===== src/rtl/tank_sensor_filter.sv =====
// tank_sensor_filter
//   Conditions the two raw level sensors of a tank before they reach the tank
//   controller. Each raw sensor is synchronised (2 flops) and debounced: a
//   change is accepted only after DEBOUNCE_CYCLES consecutive cycles of
//   disagreement with the current clean value. A fault FSM watches the clean
//   pair for the physically impossible "upper wet, lower dry" combination; if
//   it persists past FAULT_CYCLES the block declares a fault and forces both
//   outputs high (tank-full indication, pumps off downstream).
//
//   Parameters
//     DEBOUNCE_CYCLES  stability count to accept a sensor change (2..255)
//     FAULT_CYCLES     inconsistent-pair count before fault (1..255)
//   Ports
//     clk    in   single clock, rising edge
//     reset  in   synchronous, active-high reset
//     I_raw  in   raw lower-level sensor (1 = water present), asynchronous
//     S_raw  in   raw upper-level sensor (1 = water present), asynchronous
//     I      out  filtered lower sensor (forced 1 in fault)
//     S      out  filtered upper sensor (forced 1 in fault)
//     fault  out  sensor-fault indication (decoded from the state register)
//   Build option
//     TANK_FAULT_LATCH_EN  when defined, FAULT is sticky until reset; when
//                          undefined, FAULT clears on the first consistent pair.

module tank_sensor_filter #(
  parameter int unsigned DEBOUNCE_CYCLES = 4,
  parameter int unsigned FAULT_CYCLES    = 8
) (
  input  logic clk,
  input  logic reset,
  input  logic I_raw,
  input  logic S_raw,
  output logic I,
  output logic S,
  output logic fault
);

  localparam logic [7:0] DB_LAST = 8'(DEBOUNCE_CYCLES - 1);
  localparam logic [7:0] FC_LAST = 8'(FAULT_CYCLES);

  typedef enum logic [1:0] {
    ST_OK      = 2'd0,
    ST_SUSPECT = 2'd1,
    ST_FAULT   = 2'd2
  } state_t;

  logic       i_sync1, i_sync2, s_sync1, s_sync2;
  logic       i_clean, s_clean;
  logic [7:0] i_cnt, s_cnt;

  state_t     state_q, state_d;
  logic [7:0] fcnt_q, fcnt_d;
  logic       inconsistent;

  // Two-flop synchronisers for both raw inputs
  always_ff @(posedge clk) begin
    if (reset) begin
      i_sync1 <= 1'b0;
      i_sync2 <= 1'b0;
      s_sync1 <= 1'b0;
      s_sync2 <= 1'b0;
    end else begin
      i_sync1 <= I_raw;
      i_sync2 <= i_sync1;
      s_sync1 <= S_raw;
      s_sync2 <= s_sync1;
    end
  end

  // Lower-sensor debounce: counter runs only while sync disagrees with clean,
  // and any re-match drops it back to zero.
  always_ff @(posedge clk) begin
    if (reset) begin
      i_clean <= 1'b0;
      i_cnt   <= '0;
    end else if (i_sync2 == i_clean) begin
      i_cnt <= '0;
    end else if (i_cnt == DB_LAST) begin
      i_clean <= i_sync2;
      i_cnt   <= '0;
    end else begin
      i_cnt <= i_cnt + 8'd1;
    end
  end

  // Upper-sensor debounce, independent of the lower channel
  always_ff @(posedge clk) begin
    if (reset) begin
      s_clean <= 1'b0;
      s_cnt   <= '0;
    end else if (s_sync2 == s_clean) begin
      s_cnt <= '0;
    end else if (s_cnt == DB_LAST) begin
      s_clean <= s_sync2;
      s_cnt   <= '0;
    end else begin
      s_cnt <= s_cnt + 8'd1;
    end
  end

  assign inconsistent = s_clean & ~i_clean;

  // Fault FSM: state register
  always_ff @(posedge clk) begin
    if (reset) begin
      state_q <= ST_OK;
      fcnt_q  <= '0;
    end else begin
      state_q <= state_d;
      fcnt_q  <= fcnt_d;
    end
  end

  // Fault FSM: next state. The counter enters SUSPECT at 1 and FAULT is taken
  // when it already equals FAULT_CYCLES, so FAULT_CYCLES==1 gives exactly one
  // SUSPECT cycle.
  always_comb begin
    state_d = state_q;
    fcnt_d  = fcnt_q;
    unique case (state_q)
      ST_OK: begin
        if (inconsistent) begin
          state_d = ST_SUSPECT;
          fcnt_d  = 8'd1;
        end
      end
      ST_SUSPECT: begin
        if (!inconsistent) begin
          state_d = ST_OK;
          fcnt_d  = '0;
        end else if (fcnt_q == FC_LAST) begin
          state_d = ST_FAULT;
        end else begin
          fcnt_d = fcnt_q + 8'd1;
        end
      end
      ST_FAULT: begin
`ifdef TANK_FAULT_LATCH_EN
        state_d = ST_FAULT;
`else
        if (!inconsistent) begin
          state_d = ST_OK;
          fcnt_d  = '0;
        end
`endif
      end
      default: begin
        state_d = ST_OK;
        fcnt_d  = '0;
      end
    endcase
  end

  // Fault FSM: outputs. Clean registers keep tracking while outputs are forced.
  always_comb begin
    fault = (state_q == ST_FAULT);
    I     = fault ? 1'b1 : i_clean;
    S     = fault ? 1'b1 : s_clean;
  end

endmodule

===== config.mk =====
export PLATFORM = sky130hd
export DESIGN_NAME = tank_sensor_filter
export DESIGN_NICKNAME = d
export VERILOG_FILES = /design/src/rtl/tank_sensor_filter.sv
export SDC_FILE = /design/constraint.sdc
export NUM_CORES = 1
export LEC_CHECK = 0
export CAP_MARGIN = 20
export CORE_MARGIN = 4
export CORE_UTILIZATION = 50
export CTS_CLUSTER_DIAMETER = 200
export DETAILED_ROUTE_END_ITERATION = 8
export GPL_TIMING_DRIVEN = 1
export PLACE_DENSITY = 0.64
export SLEW_MARGIN = 20
export SYNTH_ARGS = -nofsm -noshare
export SYNTH_HDL_FRONTEND = slang
export SYNTH_SLANG_ARGS = --single-unit

===== constraint.sdc =====
create_clock -name clk -period 3.75 [get_ports clk]
set_input_delay 0.5625 -clock clk [delete_from_list [all_inputs] [get_ports clk]]
set_output_delay 0.5625 -clock clk [all_outputs]
set_load 0.03 [all_outputs]

# After elaboration in Yosys (flattened, before gate mapping)
# Index checks and enable logic that the tools add are counted.
# word_totals
inputBits	4
register_bits	32
word_cells	47
# op_classes
reduce_logical	7
n_addsub	3
eq_ne	11
n_mux	12
n_bitwise	4
# ops
operator	n
$mux W8	4
$add A8 B1 Y8 const B	3
$pmux W8 S3	1
$eq A8 B2 Y1 const B	2
$eq A8 B4 Y1 const B	1
$mux W2	4
$ne A3 B3 Y1 const B	2
$pmux W2 S3	1
$reduce_and A3 Y1	2
$reduce_or A3 Y1	2
$ne A2 B2 Y1 const B	2
$reduce_and A2 Y1	2
$not A1 Y1	3
$eq A1 B1 Y1	2
$eq A2 B1 Y1 const B	1
$eq A2 B2 Y1 const B	1
$logic_not A2 Y1	1
$mux W1	2
$and A1 B1 Y1	1

# Logic depth before layout (Yosys ltp)
# depth
ltp_word	4
depth_mapped	6
mapped_depth_nobuf	6

# Worst setup path after synthesis
# OpenSTA, ideal clock, no wires.
# synth_path
path_kind	flip-flop to flip-flop
startpoint	register i_clean
endpoint	register fcnt_q[5]
synth_period_minus_slack_ns	1.493
n_path_buf	0
required_time_ns	3.680
arrival_ns	1.423
slack_ns	2.257
stages_incl_launch_ff	5
cell_sequence	dfxtp_1 -> and4bb_4 -> a21o_1 -> or4_1 -> a21oi_1
# synth_via
elab_chain_len	4
elab_cells_between_ends	8
# synth_lines
item	line	rtl
from (decl)	48	logic i_clean, s_clean;
from (signal assigned)	79	i_clean <= i_sync2;
$not A1 Y1 *	101	assign inconsistent = s_clean & ~i_clean;
$and A1 B1 Y1 *	101	
$ne A3 B3 Y1 (no source line), or another cell as far along	--	
$reduce_and A3 Y1 (no source line) / $pmux W8 S3 (equally long branches)	--	
to (signal assigned)	110	fcnt_q <= fcnt_d;
to (decl)	52	logic [7:0] fcnt_q, fcnt_d;
# Mark *: on every way between the ends. The rest lies on a longest branch, timed or not.
# A chain may end at the register's enable or synchronous reset.

# Worst setup path in the final report
# layout_path
startpoint	register state_q[0]
endpoint	output S
# layout_via
elab_chain_len	2
# layout_lines
item	line	rtl
from (decl)	51	state_t state_q, state_d;
from (signal assigned)	109	state_q <= state_d;
$eq A2 B2 Y1	156	fault = (state_q == ST_FAULT);
$mux W1	158	S = fault ? 1'b1 : s_clean;
to (decl)	34	output logic S,
# No other way between the ends.

==> summary.md <==
| Metric | Value |
|---|---|
| Clock buffer count from CTS | 5 |
| Asr flop ratio synth | 0% |
| Hold Path Class | reg2reg |
| Fraction of layout cells with a size suffix above 1 | between 5 and 6% |
| 1st-iter DRT viols | 24 |
| N_diodes | 0 |
| Initial DRT Pass Iterations | 4 |
| CP max FO | 6 |
| Sequential area share after synthesis | between 40% and 50% |
| Sink Count | 32 |
| Minimum hold slack | between 0.4 and 0.5 ns |
| Fmax | roughly 450 MHz |
| I/O pin total | 7 |
| Grt ovf | 0 |
| Avg WL per Cell | 12.91 um |
| Root buf cell | clkbuf_4 |
| TritonCTS clock tree | done |
| H-tree Lvls | 2 |
| Vias in the first global route | roughly 1100 |
| IO Port Bufs | 6 |
| Final worst-path cycle share | roughly three fifths |
| Syn nets | 164 |
| Crit path time final | between 2 and 2.5 ns |
| Post-CTS Resized | 0 |
| Number of remaining DRC errors | 0 |
| Post-synth EDFFs | 0 |
| DIE AREA | roughly 0.0037 sq mm |
| WS Path Type | reg2out |
| Setup TNS | 0 ns |
| Skew final | between 0.01 and 0.015 ns |
| Peak VDD IR | roughly 360 uV |
| Synth Flop Type | dfxtp_1 |
| Final setup vio count | 0 |
| Netlist Area Pre-Place | approximately 0.0014 sq mm |
| Clock Tree Buf Depth | 2 |
| P_leak | 0.5714 nW |
| Placement-stage cell area | 0.001496 sq mm |
| Syn avg cell area | 8.991 sq um |
| GPL Wtd Cong | ~0.88 |
| Via Count | between 1000 and 1500 |
| Initial antenna violation count | 0 |
| Initial core utilization | 54.63% |
| Worst Setup End Kind | output port |
| Status | finished, final reports clean |
| Crit start category | flip-flop |
| Worst EP arrival | about 1.7 ns |
| Die W | roughly 61 um |
| Area grow syn2layout | 11.06% |
| Die height | just over 60 um |
| Largest net degree at the start of global routing | 13 |
| FF+latch count, synth | 32 |
| # rows | 18 |
| Worst-Margin Slew | around 0.43 ns |
| Pins Over Slew Limit | 0 |
| Max cap viols | 0 |
| Slew margin rel. | between 70 and 80% |
| Unique masters post-synth | 30 |
| HPWL after detailed placement | roughly 1800 um |
| Non-Filler Instances | 199 |
| Clock transition at path regs | 0.10 ns |
| Placed cells | between 150 and 200 |
| Core area | approximately 0.0026 sq mm |
| Cts hold-fix bufs | 0 |
| P per Cell Area | approximately 360 mW/mm^2 |
| RSZ-0062 raised after global routing | false |
| NumNets Final | about 180 |
| Post-Layout Inst Area | ~0.0016 sq mm |
| Clk_lat worst skew | around 0.33 ns |
| Post-CTS setup buffers | 0 |
| Final Hold Viols | 0 |
| Post-Syn Instances | 156 |
| Post-route ant nets | 0 |
| YS warnings | 0 |
| Vias/cell | ~5.6 |
| CP required | ~3.2 ns |
| Final wirelength | approximately 2600 um |
| Global-route wire length before repair | around 4600 um |
| Gr usage total | 16.96% |
[flip-flops by register name (all words and copies together), names as in the netlist]
| register | flops |
|---|---|
| i_clean | 1 |
| s_cnt | 8 |
| i_cnt | 8 |
| i_sync2 | 1 |
| s_clean | 1 |
| s_sync2 | 1 |
| fcnt_q | 8 |
| state_q | 2 |
| i_sync1 | 1 |
| s_sync1 | 1 |
[cell families (layout without fill, tap and decap cells)]
logic type               after synthesis  in the layout  synth area share (%)
flip-flops                            32             32                 45.67
buffers and inverters                  7             20                 1.873
adder cells (fa/ha/maj)                4              4                 3.568
XOR/XNOR                              16             16                 9.991
AND/OR/NAND/NOR                       77             77                 29.08
AO/OA/AOI/OAI                         20             20                 9.813
[critical path: stages, from the launching register on]
cell and delay (ns):
dfxtp_1 0.36, nand2b_1 0.20, nand2b_1 0.11, clkdlybuf4s50_1 0.67
[layer usage]
| metal | share of wire, % | up-vias | global-route usage [%] | routed length, um |
|---|---|---|---|---|
| li1 | - | 573 | - | - |
| met1 | 48 | 528 | 19.35 | 1228 |
| met2 | 47 | 13 | 27.18 | 1212 |
| met3 | 3.2 | 5 | 6.170 | 83 |
| met4 | 1.7 | 0 | 9.907 | 44 |
| met5 | 0 | - | 0 | 0 |
[where the power goes]
group	switching (mW)	total, mW	internal, mW
Combinational	0.00550	0.0107	0.00520
Clock	0.115	0.204	0.0891
Sequential	0.00164	0.344	0.342
[through the flow]
step	power [mW]	util (%)	worst slack (ns)
6_report	0.5584	60.67	1.511
5_1_grt	0.5906	60.67	1.388
4_1_cts	0.5696	60.67	1.477
3_5_place_dp	0.3627	58.28	1.836
3_3_place_gp	0.3625	58.28	1.884
2_1_floorplan	0.3576	-	2.257
[Yosys cell counts, types with 4 or more instances]
| library cell | number | area, sq um |
|---|---|---|
| nor2_1 | 19 | 71.32 |
| nand2_1 | 11 | 41.29 |
| xnor2_1 | 6 | 52.55 |
| nand2b_1 | 4 | 25.02 |
| inv_1 | 6 | 22.52 |
| and3_1 | 8 | 50.05 |
| xor2_1 | 10 | 87.58 |
| a21oi_1 | 7 | 35.03 |
| ha_1 | 4 | 50.05 |
| nand3_1 | 16 | 80.08 |
| nor2b_1 | 4 | 25.02 |
| dfxtp_1 | 32 | 640.6 |
[path summary, 6_finish.rpt]
check	end	slack, ns	cells past startpoint	startpoint
setup / recovery	S	1.51	3	state_q[0]
hold / removal	i_sync2	0.45	1	i_sync1
setup reg to reg	fcnt_q[5]	2.07	4	s_clean
hold reg to reg	i_sync2	0.45	1	i_sync1
[layout make-up]
type,instances,area [sq um]
Multi-Input combinational cell,117,735.7
Tap cell,30,37.54
Sequential cell,32,640.6
Inverter,6,22.52
Clock buffer,6,51.30
Clock inverter,2,10.01
Timing Repair Buffer,6,60.06
Fill cell,238,1010
[placed cells by master (no fill, tap or decap), types with 2 or more instances in the layout]
cell type	instances
clkdlybuf4s50_1	6
a2111oi_1	2
nor3_1	3
and3_1	8
nand2b_1	4
a21oi_1	7
nand3_1	16
nand4_1	2
nor4b_1	3
o21ai_0	2
nor2_1	19
clkinv_2	2
nand2_1	11
clkbuf_4	5
xnor2_1	6
xor2_1	10
a21o_1	3
nor2b_1	4
o31ai_1	2
inv_1	6
or4_1	2
dfxtp_1	32
ha_1	4
Power figures use the tool's default switching activity.
